--- src/rtl/rx_ld_buf.sv ---
// Per-lane deskew buffer: captures lane words from the first AM after lock,
// flags half-full for the deskew controller and serves common reads.
module rx_ld_buf #(
    parameter int DW   = 66,
    parameter int AW   = 4,
    parameter int HALF = 8
) (
    input  logic          i_clk,
    input  logic          i_rst,
    input  logic          i_clr_n,
    input  logic          i_lden,
    input  logic          i_am_locked,
    input  logic          i_vld,
    input  logic [DW-1:0] i_data,
    input  logic          i_is_am,
    input  logic          i_rd_en,
    output logic [DW-1:0] o_data,
    output logic          o_is_am,
    output logic          o_rd_vld,
    output logic          o_wr_half_full_reg,
    output logic          o_flow,
    output logic          o_wr_act,
    output logic [AW:0]   o_level
);
    localparam int DEPTH = 2 ** AW;

    typedef enum logic [1:0] {ST_IDLE, ST_WRITE, ST_FLOW} state_t;

    state_t        state_q, state_d;
    logic [AW:0]   wr_ptr_q, wr_ptr_d, rd_ptr_q, rd_ptr_d;
    logic [AW:0]   level, level_d, level_q;
    logic [DW:0]   mem_q [DEPTH];
    logic [DW:0]   rd_word;
    logic [DW-1:0] data_q, data_d;
    logic          is_am_q, is_am_d, rd_vld_q, rd_vld_d, hf_q, hf_d;
    logic          clear, full, empty, wr, rd, ovf, unf;

    assign clear   = !i_clr_n || !i_lden || !i_am_locked;
    assign level   = wr_ptr_q - rd_ptr_q;
    assign full    = (level == (AW+1)'(DEPTH));
    assign empty   = (level == '0);
    assign rd_word = mem_q[rd_ptr_q[AW-1:0]];

    always_comb begin
        state_d  = state_q;
        wr       = 1'b0;
        rd       = 1'b0;
        ovf      = 1'b0;
        unf      = 1'b0;
        case (state_q)
            ST_IDLE: begin
                if (i_vld && i_is_am) begin
                    wr      = 1'b1;
                    state_d = ST_WRITE;
                end
            end
            ST_WRITE: begin
                unf = i_rd_en && empty;
                ovf = i_vld && full && !i_rd_en;
                // The faulting cycle moves neither pointer, so the level
                // shown in FLOW is the level at the moment of the fault.
                if (unf || ovf) begin
                    state_d = ST_FLOW;
                end else begin
                    wr = i_vld;
                    rd = i_rd_en && !empty;
                end
            end
            ST_FLOW: state_d = ST_FLOW;
            default: state_d = ST_IDLE;
        endcase
        if (clear) begin
            state_d = ST_IDLE;
            wr      = 1'b0;
            rd      = 1'b0;
        end

        wr_ptr_d = clear ? '0 : wr_ptr_q + {{AW{1'b0}}, wr};
        rd_ptr_d = clear ? '0 : rd_ptr_q + {{AW{1'b0}}, rd};
        level_d  = wr_ptr_d - rd_ptr_d;

        rd_vld_d = rd;
        is_am_d  = rd && rd_word[DW];
        data_d   = clear ? '0 : (rd ? rd_word[DW-1:0] : data_q);
        hf_d     = !clear && (hf_q || (state_d == ST_WRITE && level_d >= (AW+1)'(HALF)));
    end

    always_ff @(posedge i_clk or posedge i_rst) begin
        if (i_rst) begin
            state_q  <= ST_IDLE;
            wr_ptr_q <= '0;
            rd_ptr_q <= '0;
            level_q  <= '0;
            data_q   <= '0;
            is_am_q  <= 1'b0;
            rd_vld_q <= 1'b0;
            hf_q     <= 1'b0;
        end else begin
            state_q  <= state_d;
            wr_ptr_q <= wr_ptr_d;
            rd_ptr_q <= rd_ptr_d;
            level_q  <= level_d;
            data_q   <= data_d;
            is_am_q  <= is_am_d;
            rd_vld_q <= rd_vld_d;
            hf_q     <= hf_d;
        end
    end

    always_ff @(posedge i_clk) begin
        if (wr) begin
            mem_q[wr_ptr_q[AW-1:0]] <= {i_is_am, i_data};
        end
    end

    assign o_data             = data_q;
    assign o_is_am            = is_am_q;
    assign o_rd_vld           = rd_vld_q;
    assign o_wr_half_full_reg = hf_q;
    assign o_flow             = (state_q == ST_FLOW);
    assign o_wr_act           = (state_q == ST_WRITE);
    assign o_level            = level_q;
endmodule

--- config.mk ---
export PLATFORM = sky130hd
export DESIGN_NAME = rx_ld_buf
export DESIGN_NICKNAME = d
export VERILOG_FILES = /design/src/rtl/rx_ld_buf.sv
export SDC_FILE = /design/constraint.sdc
export NUM_CORES = 1
export LEC_CHECK = 0
export ABC_AREA = 1
export CAP_MARGIN = 20
export CORE_MARGIN = 2
export CORE_UTILIZATION = 43
export DETAILED_ROUTE_END_ITERATION = 16
export PLACE_DENSITY_LB_ADDON = 0.1
export REMOVE_ABC_BUFFERS = 1
export SYNTH_ARGS = -nofsm -noshare
export SYNTH_HDL_FRONTEND = slang
export SYNTH_SLANG_ARGS = --single-unit
export TNS_END_PERCENT = 5
--- constraint.sdc ---
create_clock -name i_clk -period 4.9 [get_ports i_clk]
set_input_delay 0.98 -clock i_clk [delete_from_list [all_inputs] [get_ports i_clk]]
set_output_delay 0.98 -clock i_clk [all_outputs]
set_load 0.1 [all_outputs]
==> results_dict.tcl, run 1 <==
set metrics [dict create \
    min_from "o_data[38]" \
    ys_warn_count 0 \
    slew_headroom_pct 24.6 \
    setup_viol 0 \
    status "finished clean" \
    final_antenna_net_count 0 \
    vias_per_cell 5.71 \
    ir_drop_mv 0.241 \
    yosysSeqAreaShare_pct 76.2 \
    drt-total-wl_microns 120000 \
    clock-sinks 1158 \
    dr.pass1.iters 5 \
    leakagePower_uw 0.0172 \
    post_cts_buffers 0 \
    antenna_found_initial 9 \
    hold_class "reg2reg" \
    rsz0062_at_grt "false" \
    vias 27900 \
    syn2layout_area_growth_pct 15.7 \
    drive_above_1_share_pct 7.92 \
    grt_first_pass_wirelength_microns 178000 \
    insertion_delay_ns 0.70 \
    holdBufCountCts 0 \
    yosys_most_used_dff "edfxtp_1" \
    ys_ff_latch 1158 \
    worst_slew_pin_slew_ns 1.13 \
    htree_levels 3 \
    hold_viol 0 \
    clk_path_buf_depth 3 \
    port_buffers 149 \
    cp_max_fo 18 \
    clk_pin_slew_ns 0.06 \
    core-area_sq_um 104000 \
    grt_max_degree 245 \
    gp_congestion 0.773 \
    drv_slew 0 \
    final_area_sq_um 52100 \
    largest_reg_flops 1072 \
    cts_made_buffers 120 \
    post-dp-hpwl_microns 57000 \
    grt.overflow.total 0 \
    cts_tree "built" \
    grt_usage_pct 22.1 \
    routedWlPerCell_microns 24.4 \
    syn_inst 3300 \
    syn_area_sq_um 45000 \
    avgSynthCellArea_sq_um 13.7 \
    synth_edf_count 1072 \
    post-route-period-util_pct 79.7 \
    crit_start "rd_ptr_q[1]" \
    async_flop_share_pct 7.43 \
    crit_path_end_kind "flop" \
    placed_cell_area_sq_um 48000 \
    die_area_sq_um 107000 \
    period_minus_slack_ns 3.91 \
    cap_violations 0 \
    reg2reg_from "rd_ptr_q[1]" \
    crit_required_ns 5.48 \
    cts_root_buffer "clkbuf_16" \
    grt_pass1_vias 28000 \
    cp.arrival_ns 4.49 \
    synth_cell_types 34 \
    cts_resized 0 \
    power_density_nw_per_um2 390 \
    layout.nets 3490 \
    io_pins 150 \
    drcViolationCount 0 \
    finClkSkew_ns 0.0217 \
    initial_utilization_pct 43.5 \
    hold_slack_ns 0.478 \
    start_kind "flop" \
    die_y_microns 328 \
    path_class "reg2reg" \
    std_cell_rows 118 \
    fmax_mhz 256 \
    die_x_microns 328 \
    dr.first_iter.drc_count 2746 \
]
[area by class of cell]
type	count	area (sq um)
Tap cell	1380	1730
Antenna cell	3	7.51
Clock inverter	63	737
Timing Repair Buffer	216	2290
Inverter	38	158
Sequential cell	1158	34400
Clock buffer	166	3330
Fill cell	8807	51500
Multi-Input combinational cell	1869	9500
[placed cells by master (no fill, tap or decap), types with 4 or more instances in the layout]
cell type / count
clkinv_2: 21
nor2_1: 545
buf_4: 43
clkdlybuf4s50_1: 149
o211ai_1: 117
clkinv_1: 16
dfrtp_1: 82
ha_1: 12
clkinvlp_4: 5
buf_12: 24
clkbuf_16: 121
nand3_1: 14
o21ai_0: 535
edfxtp_1: 1072
inv_6: 5
inv_1: 32
nand4_1: 4
bufinv_16: 15
o221ai_1: 131
o21ai_1: 29
a21oi_1: 11
nor2_4: 17
nand2_1: 305
clkbuf_8: 13
o22ai_1: 133
dfrtp_4: 4
clkbuf_1: 32
[worst max-delay path, cell delays in order (launching register included)]
cell	delay, ns
dfrtp_4	0.51
inv_6	0.15
ha_1	0.27
nand2_1	0.07
nand2_1	0.06
nand2_1	0.10
nand2_1	0.06
nand2_1	0.08
nand3_1	0.07
o21bai_1	0.16
nand3_1	0.24
nand2_1	0.15
a21oi_1	0.06
ha_1	0.21
ha_1	0.19
inv_1	0.09
nand2_1	0.06
a21oi_1	0.18
ha_1	0.31
nand2_1	0.08
nor2_1	0.04
a211oi_1	0.22
nand3b_1	0.18
nand3_1	0.09
nand3_1	0.09
a21oi_1	0.07
[layer usage]
| layer | GRT usage [%] | vias up | part of all wire [%] |
|---|---|---|---|
| met1 | 31.2 | 14300 | 44 |
| met2 | 36.5 | 850 | 48 |
| met3 | 3.09 | 159 | 5.8 |
| met4 | 5.46 | 10 | 1.7 |
| met5 | 0 | - | 0.051 |
| li1 | - | 12600 | - |
[power breakdown]
group	switching [uW]	leakage [uW]	internal, uW	total, uW
logic	174	0.00442	64.1	238
clock network	3740	0.00198	5530	9270
registers	1.91	0.0108	10800	10800
[metrics by stage]
step                      setup WS [ns]  std cells  utilization (%)   TNS, ns  total power, uW
after floorplan                  -13.60       3065                -  -8666.92            11100
after global placement            0.582       4661             46.3         0            11200
after detailed placement          0.576       4661             46.3         0            11300
after CTS                         0.984       4890             50.3         0            20500
after global routing              0.606       4892             50.3         0            20900
final                             0.993       4893             50.3         0            20300
[cells in the mapped netlist, types with 3 or more instances]
master	count	area, sq um
a21oi_1	11	55.1
buf_1	5	18.8
buf_2	45	225
buf_4	23	173
buf_6	21	236
clkbuf_1	135	507
clkbuf_2	6	30.0
dfrtp_1	86	2150
edfxtp_1	1072	32200
ha_1	12	150
inv_1	33	124
inv_2	4	15.0
nand2_1	305	1140
nand3_1	14	70.1
nand4_1	4	25.0
nor2_1	561	2110
nor2_2	3	18.8
o211ai_1	117	878
o21ai_0	535	2680
o21ai_1	29	145
o221ai_1	131	1150
o22ai_1	133	832
[path summary, 6_finish.rpt]
check,to,slack (ns),cells after the start
setup / recovery,o_wr_half_full_reg,0.99,25
hold / removal,o_data[38],0.48,2
setup reg to reg,o_wr_half_full_reg,0.99,25
hold reg to reg,o_data[38],0.48,2
max in group asynchronous,o_data[9],3.14,3
min in group asynchronous,o_data[4],0.80,2
[logic make-up (layout without fill, tap and decap cells)]
family / count (synthesis) / in the layout / synth area share, %
and+or+nand+nor: 892 / 892 / 7.54
adders and majority gates: 13 / 13 / 0.378
other: 0 / 3 / 0
DFF: 1158 / 1158 / 76.2
AOI/OAI and AO/OA: 961 / 961 / 12.8
buffers and inverters: 273 / 483 / 2.96
xor gates and xnor gates: 3 / 3 / 0.0583
Note: power is estimated with default switching activity, not from simulation.
==> run 2: changes to the inputs <==
- clock period: 4.9 -> 3.35 ns (I/O delays scaled with it)
==> run 2 against run 1 <==
Setup slack lost 1.1 ns. Largest cell class unchanged. The run now ends with setup timing left. Sequential power grew 46%. Global-route usage grew 0.43 points. Final area grew 2.2%. Critical path type unchanged. Highest routed layer unchanged. Cell count grew 1.6%. Fmax grew 14%.
==> results_dict.tcl, run 2 (synthesis results as in run 1) <==
set metrics [dict create \
    cts_tree "built" \
    grt_pass1_vias 28900 \
    vias_per_cell 5.72 \
    gp_congestion 0.782 \
    status "complete, but fails checks" \
    violations "setup timing" \
    setup_slack_ns -0.0662 \
    std_cell_rows 118 \
    rsz0062_at_grt "true" \
    grt_usage_pct 22.6 \
    r2r_slack_ns -0.07 \
    leakagePower_uw 0.0180 \
    post-dp-hpwl_microns 61000 \
    hold_class "in2async" \
    power.internal_uw 24100 \
    htree_levels 3 \
    dp.cells 4718 \
    drt-total-wl_microns 122000 \
    crit_path_end_kind "flop" \
    grt.overflow.total 0 \
    drcViolationCount 0 \
    clk_pin_slew_ns 0.06 \
    swShare_pct 19.5 \
    insertion_delay_ns 0.71 \
    layout_commonest_cell "edfxtp_1" \
    fmax_mhz 293 \
    routedWlPerCell_microns 24.6 \
    die_y_microns 328 \
    layout.nets 3573 \
    crit_required_ns 3.93 \
    cp_max_fo 4 \
    instances_no_fill 4973 \
    ir_drop_mv 0.412 \
    cts_root_buffer "clkbuf_16" \
    drive_above_1_share_pct 13.4 \
    dr.pass1.iters 5 \
    dr.first_iter.drc_count 2753 \
    period_minus_slack_ns 3.42 \
    clock-sinks 1158 \
    holdBufCountCts 0 \
    cts_made_buffers 121 \
    die_x_microns 328 \
    placed_cell_area_sq_um 48600 \
    switchingPower_uw 5830 \
    start_kind "flop" \
    vias 28500 \
    worst_slew_pin_slew_ns 1.15 \
    post-route-period-util_pct 102 \
    die_area_sq_um 107000 \
    final_antenna_net_count 0 \
    core-area_sq_um 104000 \
    cap_violations 0 \
    comb_power_share_pct 1.3 \
    final_area_sq_um 53200 \
    clockPowerShare_pct 45.8 \
    port_buffers 149 \
    rr_worst_depth 24 \
    finClkSkew_ns 0.0204 \
    io_pins 150 \
    hold_viol 0 \
    path_class "reg2reg" \
    power_density_nw_per_um2 562 \
    hold_slack_ns 0.379 \
    grt_first_pass_wirelength_microns 183000 \
    r2r_end "o_wr_half_full_reg" \
    antenna_found_initial 3 \
    final_cell_mix "edfxtp_1 (1072), nor2_1 (541), o21ai_0 (534)" \
    grt_max_degree 220 \
    reg2reg_from "rd_ptr_q[3]" \
    initial_utilization_pct 43.5 \
    slew_headroom_pct 23.1 \
    syn2layout_area_growth_pct 18.2 \
    clk_path_buf_depth 3 \
    setup_viol 2 \
    drv_slew 0 \
    cp.arrival_ns 4.00 \
    largest_reg_flops 1072 \
    pwr-share-seq_pct 52.9 \
    p_total_uw 29900 \
]
==> run 2: cell types whose count changed in the layout (fill, tap and decap cells not counted), moves of 8 or more <==
| cell | previous run | this run |
|---|---|---|
| buf_12 | 24 | 51 |
| clkinv_1 | 16 | 25 |
| ha_1 | 12 | 2 |
| buf_4 | 43 | 165 |
| clkdlybuf4s50_1 | 149 | 73 |
| clkbuf_1 | 32 | 24 |
| ha_4 | 0 | 8 |
| nand2_1 | 305 | 292 |
| nand2_2 | 0 | 13 |
==> run 2: final cells by class <==
class | count | area (sq um)
fill | 8782 | 50400
sequential | 1158 | 34400
multi-input combinational | 1869 | 9740
clock buffer | 162 | 3390
timing repair buffer | 298 | 3140
tap | 1380 | 1730
clock inverter | 67 | 716
inverter | 38 | 160
antenna | 1 | 2.50
==> run 2: power groups by stage <==
stage | clock, uW | combinational (uW) | sequential (uW)
2_1_floorplan | 0 | 50.1 | 16100
3_3_place_gp | 0 | 350 | 16100
3_5_place_dp | 0 | 368 | 16100
4_1_cts | 14000 | 375 | 15800
5_1_grt | 14500 | 411 | 15800
6_report | 13700 | 374 | 15800
==> run 2: worst max path at each step <==
stage	cells past startpoint	endpoint	slack, ns	startpoint
floorplan	7	o_data[10]	-15.15	rd_ptr_q[0]
global placement	19	o_wr_half_full_reg	-0.22	i_vld
detailed placement	19	o_wr_half_full_reg	-0.26	i_vld
CTS	25	o_wr_half_full_reg	0.0005	rd_ptr_q[1]
global route	26	o_wr_half_full_reg	-0.25	rd_ptr_q[0]
finish	24	o_wr_half_full_reg	-0.07	rd_ptr_q[3]
==> run 2: routing by layer <==
| layer | share of wire, % | track usage [%] | vias up |
|---|---|---|---|
| met1 | 45 | 32.2 | 14600 |
| met4 | 1.8 | 5.43 | 4 |
| met2 | 48 | 36.9 | 855 |
| met3 | 5.6 | 3.05 | 178 |
| li1 | - | - | 12800 |
| met5 | 0.019 | 0 | - |
==> run 2: repair_timing <==
action / CTS / global route
endpoints found under the setup margin: 3 / 817
pin swaps: 15 / 25
gates resized for setup: 20 / 46
buffers inserted: 16 / 9
==> run 2: metrics by stage <==
step	utilization [%]	setup slack, ns	TNS [ns]
CTS	51.1	0.000520	0
global placement	46.9	-0.222	-0.446
detailed placement	46.9	-0.259	-0.517
global route	51.4	-0.251	-5.12
floorplan	-	-15.15	-
finish	51.4	-0.0662	-0.0734
==> run 2: critical path, cell delays in order (launching register included) <==
cell and delay [ns]:
dfrtp_4 0.49, inv_4 0.08, ha_4 0.21, nand2_1 0.06, inv_1 0.04, nand2_2 0.09, nand2_1 0.06, nand2_1 0.07
nand3_1 0.13, o21bai_4 0.16, nand3_2 0.10, nand2_2 0.11, a21oi_4 0.05, ha_4 0.18, ha_4 0.17, inv_2 0.06
nand2_2 0.07, a21oi_4 0.19, ha_4 0.25, a21oi_2 0.15, o21ai_2 0.07, xnor2_1 0.20, nand3_1 0.12, nand3_1 0.12
a21oi_2 0.06
